`config.mk`:
```
export PLATFORM = sky130hd
export DESIGN_NAME = reg_writeback_buffer
export DESIGN_NICKNAME = d
export VERILOG_FILES = /design/src/rtl/wb_pkg.sv /design/src/rtl/wb_match.sv /design/src/rtl/reg_writeback_buffer.sv
export SDC_FILE = /design/constraint.sdc
export NUM_CORES = 1
export LEC_CHECK = 0
export ABC_AREA = 1
export CORE_AREA = 2 2 116 62
export CTS_CLUSTER_DIAMETER = 100
export DETAILED_ROUTE_END_ITERATION = 12
export DIE_AREA = 0 0 118 64
export HOLD_SLACK_MARGIN = 0.15
export PLACE_DENSITY = 0.67
export SYNTH_ARGS = -nofsm -noshare
export SYNTH_HDL_FRONTEND = slang
export SYNTH_SLANG_ARGS = --single-unit
```
`constraint.sdc`:
```
create_clock -name clk -period 2 [get_ports clk]
set_input_delay 0.6 -clock clk [delete_from_list [all_inputs] [get_ports clk]]
set_output_delay 0.6 -clock clk [all_outputs]
set_load 0.01 [all_outputs]
```
`src/rtl/wb_pkg.sv`:
```
// Shared widths, entry type and reset constants for the register write-back buffer.
package wb_pkg;

    localparam int ADDR_W = 4;
    localparam int DATA_W = 8;

    typedef struct packed {
        logic [ADDR_W-1:0] addr;
        logic [DATA_W-1:0] data;
    } wb_entry_t;

    localparam logic [ADDR_W-1:0] ADDR_RST  = '0;
    localparam logic [DATA_W-1:0] DATA_RST  = '0;
    localparam wb_entry_t         ENTRY_RST = '{addr: ADDR_RST, data: DATA_RST};

endpackage

```
`src/rtl/wb_match.sv`:
```
// Youngest-wins search of the buffered entries for one register address.
module wb_match
    import wb_pkg::*;
#(
    parameter int DEPTH = 4,
    parameter int PTR_W = $clog2(DEPTH)
) (
    input  wb_entry_t         entries [DEPTH],
    input  logic [DEPTH-1:0]  entry_valid,
    input  logic [PTR_W-1:0]  wr_ptr,
    input  logic [ADDR_W-1:0] lk_addr,
    output logic              hit,
    output logic [DATA_W-1:0] data
);

    logic [PTR_W-1:0] idx;

    // Walk from the oldest slot toward wr_ptr so a later match overrides an earlier one.
    always_comb begin
        // NOTE: every combinational output gets a default first so no path can infer a latch.
        hit  = 1'b0;
        data = DATA_RST;
        idx  = '0;
        for (int k = DEPTH; k >= 1; k--) begin
            idx = wr_ptr - PTR_W'(k);
            if (entry_valid[idx] && (entries[idx].addr == lk_addr)) begin
                hit  = 1'b1;
                data = entries[idx].data;
            end
        end
    end

endmodule

```
`src/rtl/reg_writeback_buffer.sv`:
```
// FIFO of pending register-file writes, drained one per cycle unless drain_hold is set.
// Optional read-port bypass of pending data is built when WB_BYPASS_EN is defined.
module reg_writeback_buffer
    import wb_pkg::*;
#(
    parameter int DEPTH = 4
) (
    input  logic                       clk,
    input  logic                       reset,
    input  logic                       in_valid,
    output logic                       in_ready,
    input  logic [ADDR_W-1:0]          in_addr,
    input  logic [DATA_W-1:0]          in_data,
    input  logic                       drain_hold,
    output logic                       rf_write_enable,
    output logic [ADDR_W-1:0]          rf_write_addr,
    output logic [DATA_W-1:0]          rf_write_data,
    input  logic [ADDR_W-1:0]          lk_addr_a,
    input  logic [ADDR_W-1:0]          lk_addr_b,
    output logic                       lk_hit_a,
    output logic [DATA_W-1:0]          lk_data_a,
    output logic                       lk_hit_b,
    output logic [DATA_W-1:0]          lk_data_b,
    output logic [$clog2(DEPTH+1)-1:0] count,
    output logic                       empty,
    output logic                       full
);

    localparam int PTR_W = $clog2(DEPTH);
    localparam int CNT_W = $clog2(DEPTH+1);

    wb_entry_t        mem [DEPTH];
    logic [DEPTH-1:0] entry_valid;
    logic [PTR_W-1:0] wr_ptr;
    logic [PTR_W-1:0] rd_ptr;
    logic             push;
    logic             pop;

    assign empty    = (count == '0);
    assign full     = (count == CNT_W'(DEPTH));
    assign in_ready = !full;
    assign push     = in_valid && in_ready;
    assign pop      = rf_write_enable;

    assign rf_write_enable = !empty && !drain_hold;
    assign rf_write_addr   = empty ? ADDR_RST : mem[rd_ptr].addr;
    assign rf_write_data   = empty ? DATA_RST : mem[rd_ptr].data;

    always_ff @(posedge clk) begin
        if (reset) begin
            wr_ptr      <= '0;
            rd_ptr      <= '0;
            count       <= '0;
            entry_valid <= '0;
        end else begin
            // NOTE: sequential state uses non-blocking assignments so every register samples pre-edge values.
            if (push) begin
                wr_ptr              <= wr_ptr + PTR_W'(1);
                entry_valid[wr_ptr] <= 1'b1;
            end
            if (pop) begin
                rd_ptr              <= rd_ptr + PTR_W'(1);
                entry_valid[rd_ptr] <= 1'b0;
            end
            case ({push, pop})
                2'b10:   count <= count + CNT_W'(1);
                2'b01:   count <= count - CNT_W'(1);
                default: count <= count;
            endcase
        end
    end

    // NOTE: payload storage has no reset; count and entry_valid alone decide what is live.
    always_ff @(posedge clk) begin
        if (push) begin
            mem[wr_ptr] <= '{addr: in_addr, data: in_data};
        end
    end

`ifdef WB_BYPASS_EN
    wb_match #(.DEPTH(DEPTH), .PTR_W(PTR_W)) u_match_a (
        .entries     (mem),
        .entry_valid (entry_valid),
        .wr_ptr      (wr_ptr),
        .lk_addr     (lk_addr_a),
        .hit         (lk_hit_a),
        .data        (lk_data_a)
    );

    wb_match #(.DEPTH(DEPTH), .PTR_W(PTR_W)) u_match_b (
        .entries     (mem),
        .entry_valid (entry_valid),
        .wr_ptr      (wr_ptr),
        .lk_addr     (lk_addr_b),
        .hit         (lk_hit_b),
        .data        (lk_data_b)
    );
`else
    logic unused_lookup;

    // Valid bits and lookup addresses only feed the bypass search.
    assign unused_lookup = ^{entry_valid, lk_addr_a, lk_addr_b};
    assign lk_hit_a      = 1'b0;
    assign lk_data_a     = DATA_RST;
    assign lk_hit_b      = 1'b0;
    assign lk_data_b     = DATA_RST;
`endif

endmodule

```
==> Word-level counts from Yosys, hierarchy flattened <==
Memories as Yosys holds them, arrays and structs flattened. A register that Yosys moved wholly into a read port is not among the register bits.
Index checks and enable logic that the tools add are counted.
{ "word_totals": {"mem_count": 1, "ram_bits": 48, "regBits": 7} }
{ "op_classes": {"reduce_logical": 7, "addsub": 4, "n_mux": 7, "eq_ne": 3} }
{ "memory_table": {"columns": ["name", "words", "word_bits", "rd", "rd_clocked_by_memory_dff", "write_ports", "line", "text"], "rows": [
  ["mem", 4, 12, 1, 1, 1, "reg_writeback_buffer.sv:32", "wb_entry_t mem [DEPTH];"]
]} }
{ "ops": {"columns": ["cell", "n"], "rows": [
  ["two-way mux 8 bit", 1],
  ["case mux 3 bit (2 select lines)", 1],
  ["adder 2 x 1 -> 2 bit, second input constant", 2],
  ["two-way mux 2 bit", 2],
  ["two-way mux 4 bit", 1],
  ["adder 3 x 1 -> 3 bit, second input constant", 1],
  ["equality test 3 bit, second input constant", 1],
  ["logical NOT 1 bit", 3],
  ["logical NOT 3 bit", 1],
  ["subtractor 3 x 1 -> 3 bit, second input constant", 1],
  ["equality test 2 x 1 -> 1 bit, second input constant", 1],
  ["equality test 2 bit, second input constant", 1],
  ["logical AND 1 bit", 2],
  ["two-way mux 1 bit", 2],
  ["nonzero test 2 bit", 1]
]} }

==> Longest topological paths before layout <==
Gate-level depths: netlist of run 1.
{ "logic_depth": {"depth_word": 5, "mapped_depth": 14, "ltp_nobuf": 13} }

==> Least setup slack after synthesis of run 1 <==
No wires, ideal clock.
{ "synth_path": {"path_kind": "register to register", "startpoint": "register count[2]", "endpoint": "register count[2]", "stages_incl_launch_ff": 15, "arrival_time_ps": 1937, "required_time_ps": 1890, "setup_time_ps": 110, "setup_slack_ps": -47, "cell_sequence": "dfxtp_1 > inv_2 > nand3_4 > inv_4 > buf_8 > nor2_1 > ha_1 > inv_1 > fa_1 > inv_1 > nand2_1 > nand3_1 > nand2_1 > inv_1 > nor2_1"} }
{ "synth_via": {"elab_chain_cells": 5} }
{ "synth_rtl": {"columns": ["item", "line", "text"], "rows": [
  ["start: declaration", "reg_writeback_buffer.sv:24", "output logic [$clog2(DEPTH+1)-1:0] count,"],
  ["start signal: assignment", "reg_writeback_buffer.sv:66", "2'b10: count <= count + CNT_W'(1);"],
  ["start signal: assignment", "reg_writeback_buffer.sv:67", "2'b01: count <= count - CNT_W'(1);"],
  ["start signal: assignment", "reg_writeback_buffer.sv:68", "default: count <= count;"],
  ["logical NOT 3 bit *", "reg_writeback_buffer.sv:39", "assign empty = (count == '0);"],
  ["named net empty", "reg_writeback_buffer.sv:25", "output logic empty,"],
  ["logical NOT 1 bit *", "reg_writeback_buffer.sv:45", "assign rf_write_enable = !empty && !drain_hold;"],
  ["logical AND 1 bit *", "reg_writeback_buffer.sv:45", null],
  ["named net rf_write_enable", "reg_writeback_buffer.sv:15", "output logic rf_write_enable,"],
  ["equality test 2 x 1 -> 1 bit / equality test 2 bit (equally long branches)", "reg_writeback_buffer.sv:65", "case ({push, pop})"],
  ["case mux 3 bit (2 select lines) / nonzero test 2 bit (equally long branches)", null, null]
]} }
Mark *: on every way through the listed nets, which the timed path passes. The rest lies on a longest branch.
A chain may end at the register's enable or synchronous reset.

==> results.yml, run 1 <==
sta:
  skew_ps: 4.810
  period_minus_slack_ps: 2082
  setup_viol: 6
  max_freq_ghz: 0.4804
  rsz0062_at_grt: "true"
  worst_slack_ps: -81.62
  finalCritPeriodShare: 1.041
  hold_viol: 0
  maxSlewViolCount: 0
route:
  final_antenna_net_count: 0
  vias_per_cell: 4.337
  dr_total_vias: 1752
  firstDrtPassIters: 4
  drt-initial-drc-count: 100
  totalWireLength_um: 5054
  drcViolationCount: 0
  wl_per_cell_um: 12.51
final_layout:
  fin_cells: 404
  fin_nets: 337
  diodes: 0
  drive_above_1_share: 0.2917
  area_growth_pct: 30.49
yosys:
  synth_top_area_frac: 0.5455
  synth_most_common_cell: "nand2_1"
  ys.warnings.count: 0
  synth_cell_types: 25
  yosys.area.top_type: "edfxtp_1"
  synth_common_cells: "nand2_1, edfxtp_1, nor2_1"
  synth_flop_cell: "edfxtp_1"
  synth-seq-area-share: 0.6136
  postSynthCellCount: 243
  syn_area_um2: 2643
  avgSynthCellArea_um2: 10.87
  synth-edff-count: 48
  synth_area_leaders: "edfxtp_1, nand2_1, dfxtp_1, buf_4, nor2_1"
  ys_ff_latch: 57
  synthArstFlopShare: 0
floorplanning:
  start_util: 0.4072
  core_um2: 6490
  die_h_um: 64
  rows: 21
  dieArea_um2: 7552
  die_w_um: 118
  pin_count: 61
global_routing:
  track_usage: 0.1515
  grt_antenna_before_repair: 0
  gr-total-overflow: 0
  grt_start_max_net_pins: 25
  grt_pass1_vias: 1675
  grt_pass1_wl_um: 8335
min_path:
  hold_start: "rd_ptr[0]"
  hold_path_class: "reg2reg"
placement:
  dp.cells: 382
  dp_hpwl_um: 3405
  post-place-ws_ps: -334.1
  globalplace.congestion: 0.7864
  port-buffer-count: 34
clocking:
  clockBufferDepth: 2
  postCtsHoldBufs: 0
  path_clk_slew_ps: 50
  numCtsBuffers: 9
  cts_root_buffer: "clkbuf_16"
  cts_max_level: 3
  clk_latency_ps: 330
  cts.sinks: 57
  cts_tree: "yes"
power_and_ir_drop:
  leakagePower_nw: 1.442
  p_per_area_nw_per_um2: 1330
  ir_drop_mv: 0.6166
outcome:
  status: "finished, violations left"
  violations: "negative setup slack"
worst_setup_path:
  crit_buf_inv: 4
  crit_required_ps: 1400
  cpLargestDelayFamily: "buffers and inverters"
  worst_path_max_delay_cell: "dfxtp_2"
  critical_path.max_fanout: 7
  cp.arrival_ps: 1480
  cp_cell_sequence: "buf_12 > buf_6 > buf_6 > nor2_1 > nor2_1 > o21ai_1 > a21oi_2 > buf_2"
  reg2reg_from: "count[0]"
  cp-end-kind: "output pin"
  path_class: "reg2out"
  slowest_delay_ps: 330
  startpoint_type: "flip-flop"
job:
  cap_violations: 0
metal layers:
layer  vias up  global-route usage  share of wire
li1        891                   -              -
met1       806              0.1880           0.49
met2        48              0.2297           0.44
met3         7             0.07054          0.060
met4         0             0.06325          0.017
met5         -                   0              0
cells by family after synthesis:
| kind of cell | after synthesis | share of synthesized area |
|---|---|---|
| compound gates | 32 | 0.07197 |
| buf+inv | 46 | 0.1165 |
| other cells | 1 | 0.001419 |
| flops | 57 | 0.6136 |
| fa+ha+maj | 6 | 0.03125 |
| simple gates | 101 | 0.1652 |
per-stage QoR:
step	power (mW)	cell area, µm²	hold WS [ps]	util	TNS [ps]
floorplan	2.534	2709	448.3	-	0
detailed placement	3.217	3142	481.4	0.4841	-2099
global route	4.900	3448	552.3	0.5313	-1324
CTS	4.602	3427	499.0	0.5281	-537.6
finish	4.587	3448	504.1	0.5313	-343.9
global placement	3.188	3142	466.9	0.4841	-2043
state kept, by name, summed over array words and instances (netlist names), named ones only:
| name | cells |
|---|---|
| count | 3 |
| rd_ptr | 2 |
| wr_ptr | 2 |
| mem | 48 |
power breakdown:
group          internal (mW)  total [mW]  switching [mW]
clock network          0.825        1.34           0.510
logic                  0.774        1.75           0.974
registers               1.45        1.50          0.0583
total                   3.04        4.59            1.54
worst paths after layout:
kind | to | slack, ps | depth (start not counted)
setup reg to reg | count[2] | 130 | 14
setup / recovery | rf_write_data[6] | -80 | 8
hold / removal | rd_ptr[0] | 500 | 2
hold reg to reg | rd_ptr[0] | 500 | 2
repair_timing:
item | 4_1_cts | 5_1_grt
setup buffers | 6 | 0
pin swaps | 5 | 7
gates resized for setup | 68 | 13
setup endpoints to repair | 16 | 14
cell usage in the layout, fill, tap and decap left out, drive strengths merged:
cell	instances
dlymetal6s2s	1
ha	5
a21oi	18
inv	20
clkbuf	10
clkdlybuf4s15	1
nand4	1
conb	18
nand3	5
clkinvlp	2
edfxtp	48
nand2	58
fa	1
o21ai	14
dlygate4sd2	3
clkinv	4
buf	40
clkdlybuf4s50	17
dfxtp	9
nor2	36
nand3b	1
cell type report:
type / count / area, µm²
clock buffers: 10 / 229.0
clock inverters: 6 / 35.03
fillers: 599 / 3042
inverters: 20 / 95.09
multi-input cells: 157 / 804.5
flip-flops and latches: 57 / 1627
well taps: 92 / 115.1
repair buffers: 62 / 543.0
worst reg2reg max path: cells and delay by family, from the launching register on:
family        cells  cell delay (ps)
buf+inv           6              460
fa+ha+maj         2              500
flops             1              330
simple gates      6              530
Power figures use the tool's default switching activity.
==> inputs of run 2 (changes only) <==
--- a/config.mk
+++ b/config.mk
@@ -15,3 +15,4 @@
 export SYNTH_ARGS = -nofsm -noshare
 export SYNTH_HDL_FRONTEND = slang
 export SYNTH_SLANG_ARGS = --single-unit
+export TNS_END_PERCENT = 100
==> results of run 2 <==
No change in the layout: final DEF, timing and power equal those of run 1.
==> inputs of run 3 (changes only) <==
--- a/config.mk
+++ b/config.mk
@@ -11,7 +11,7 @@
 export DETAILED_ROUTE_END_ITERATION = 12
 export DIE_AREA = 0 0 118 64
 export HOLD_SLACK_MARGIN = 0.15
-export PLACE_DENSITY = 0.67
+export PLACE_DENSITY = 0.64
 export SYNTH_ARGS = -nofsm -noshare
 export SYNTH_HDL_FRONTEND = slang
 export SYNTH_SLANG_ARGS = --single-unit
==> run 3 against run 2 <==
  * The flow still finishes with violations (negative setup slack)
  * Via count fell by 1.1%
  * Setup slack improved by 12 ps
  * Sequential share of layout area fell by 0.36 points
  * Worst hold slack got worse by 24 ps
  * Largest power group unchanged
==> results.yml, run 3 (synthesis gave the netlist of run 1 again) <==
route:
  final_antenna_net_count: 0
  firstDrtPassIters: 4
  drcViolationCount: 0
  drt-initial-drc-count: 60
  wl_per_cell_um: 12.75
  vias_per_cell: 4.311
  totalWireLength_um: 5127
  dr_total_vias: 1733
clocking:
  cts.sinks: 57
  cts_tree: "yes"
  clockBufferDepth: 2
  cts_root_buffer: "clkbuf_16"
  postCtsHoldBufs: 0
  clk_latency_ps: 320
  cts_max_level: 3
  path_clk_slew_ps: 50
  numCtsBuffers: 9
worst_setup_path:
  startpoint_type: "flip-flop"
  crit_required_ps: 1400
  cp.arrival_ps: 1470
  cp-end-kind: "output pin"
  critical_path.max_fanout: 8
  path_class: "reg2out"
power_and_ir_drop:
  p_total_mw: 4.559
  p_comb_frac: 0.379
  p_sw_frac: 0.3382
  leakagePower_nw: 1.444
  pwr-share-clk: 0.290
  p_per_area_nw_per_um2: 1312
  p_int_mw: 3.017
  ir_drop_mv: 0.5094
  power.share.sequential: 0.330
  p_switching_mw: 1.542
final_layout:
  fin_cells: 402
  area_growth_pct: 31.49
  drive_above_1_share: 0.2871
  fin_nets: 335
  n_fill_cell: 552
  reg.largest.list: "mem (48), count (3)"
  diodes: 0
  fin_area_um2: 3475
  final_common_cell: "edfxtp_1"
  layout_common_cells: "edfxtp_1, nand2_1, nor2_1"
  largest-register: "mem"
  largest_reg_flops: 48
sta:
  hold_viol: 0
  max_freq_ghz: 0.4833
  whs_ps: 480.5
  period_minus_slack_ps: 2069
  skew_ps: 5.126
  maxSlewViolCount: 0
  rsz0062_at_grt: "true"
  setup_viol: 6
  finalCritPeriodShare: 1.035
  worst_slack_ps: -69.19
floorplanning:
  start_util: 0.4072
  pin_count: 61
  die_h_um: 64
  die_w_um: 118
  core_um2: 6490
  dieArea_um2: 7552
  rows: 21
global_routing:
  gr-total-overflow: 0
  grt_pass1_wl_um: 8004
  grt_start_max_net_pins: 24
  grt_pass1_vias: 1548
  grt_antenna_before_repair: 0
  track_usage: 0.1450
placement:
  port-buffer-count: 34
  dp.cells: 382
  post-place-ws_ps: -371.1
  globalplace.congestion: 0.8178
  dp_hpwl_um: 3369
  dpl_cell_area_um2: 3142
outcome:
  status: "finished, violations left"
  violations: "negative setup slack"
min_path:
  hold_path_class: "reg2reg"
job:
  cap_violations: 0
run 3: final cells by class:
class                           instances  area [µm²]  share of cell area
Clock buffer                           10       229.0             0.06590
Clock inverter                          6       35.03             0.01008
Inverter                               20       108.9             0.03133
Multi-Input combinational cell        157       808.3              0.2326
Sequential cell                        57        1627              0.4681
Tap cell                               92       115.1             0.03313
Timing Repair Buffer                   60       551.8              0.1588
run 3: power by group through the flow:
stage	Clock, mW	Combinational, mW	Sequential [mW]
2_1_floorplan	0	1.01	1.52
3_3_place_gp	0	1.70	1.51
3_5_place_dp	0	1.71	1.52
4_1_cts	1.36	1.70	1.50
5_1_grt	1.40	1.89	1.52
6_report	1.32	1.73	1.51
run 3: per-stage QoR:
stage | utilization | TNS (ps)
after floorplan | - | 0
after global placement | 0.4841 | -2888
after detailed placement | 0.4841 | -2903
after CTS | 0.5281 | -611.2
after global routing | 0.5354 | -1092
final | 0.5354 | -194.9
run 3: what timing repair did:
item                       4_1_cts  5_1_grt
setup endpoints to repair       17       15
pin swaps                        2       11
cloned                           1        0
gates resized for setup         64       22
buffers inserted                 2        1
run 3: routing by layer:
metal	track usage	part of all wire
met1	0.1997	0.52
met2	0.1999	0.43
met3	0.05446	0.046
met4	0.07229	0.013
met5	0	0
run 3: worst max-delay path, cell delays in order (launching register included):
cell and delay (ps):
dfxtp_4 350, buf_12 140, buf_12 120, buf_6 100, nand2_1 40, nand2_1 70, nand2_1 50, a21oi_1 120
buf_2 140
run 3: worst paths after layout:
kind | from | end | slack [ps] | depth (start not counted)
min | rd_ptr[0] | rd_ptr[0] | 480 | 2
max | flip-flop | rf_write_addr[1] | -70 | 8
min reg2reg | rd_ptr[0] | rd_ptr[0] | 480 | 2
max reg2reg | count[0] | count[2] | 130 | 14
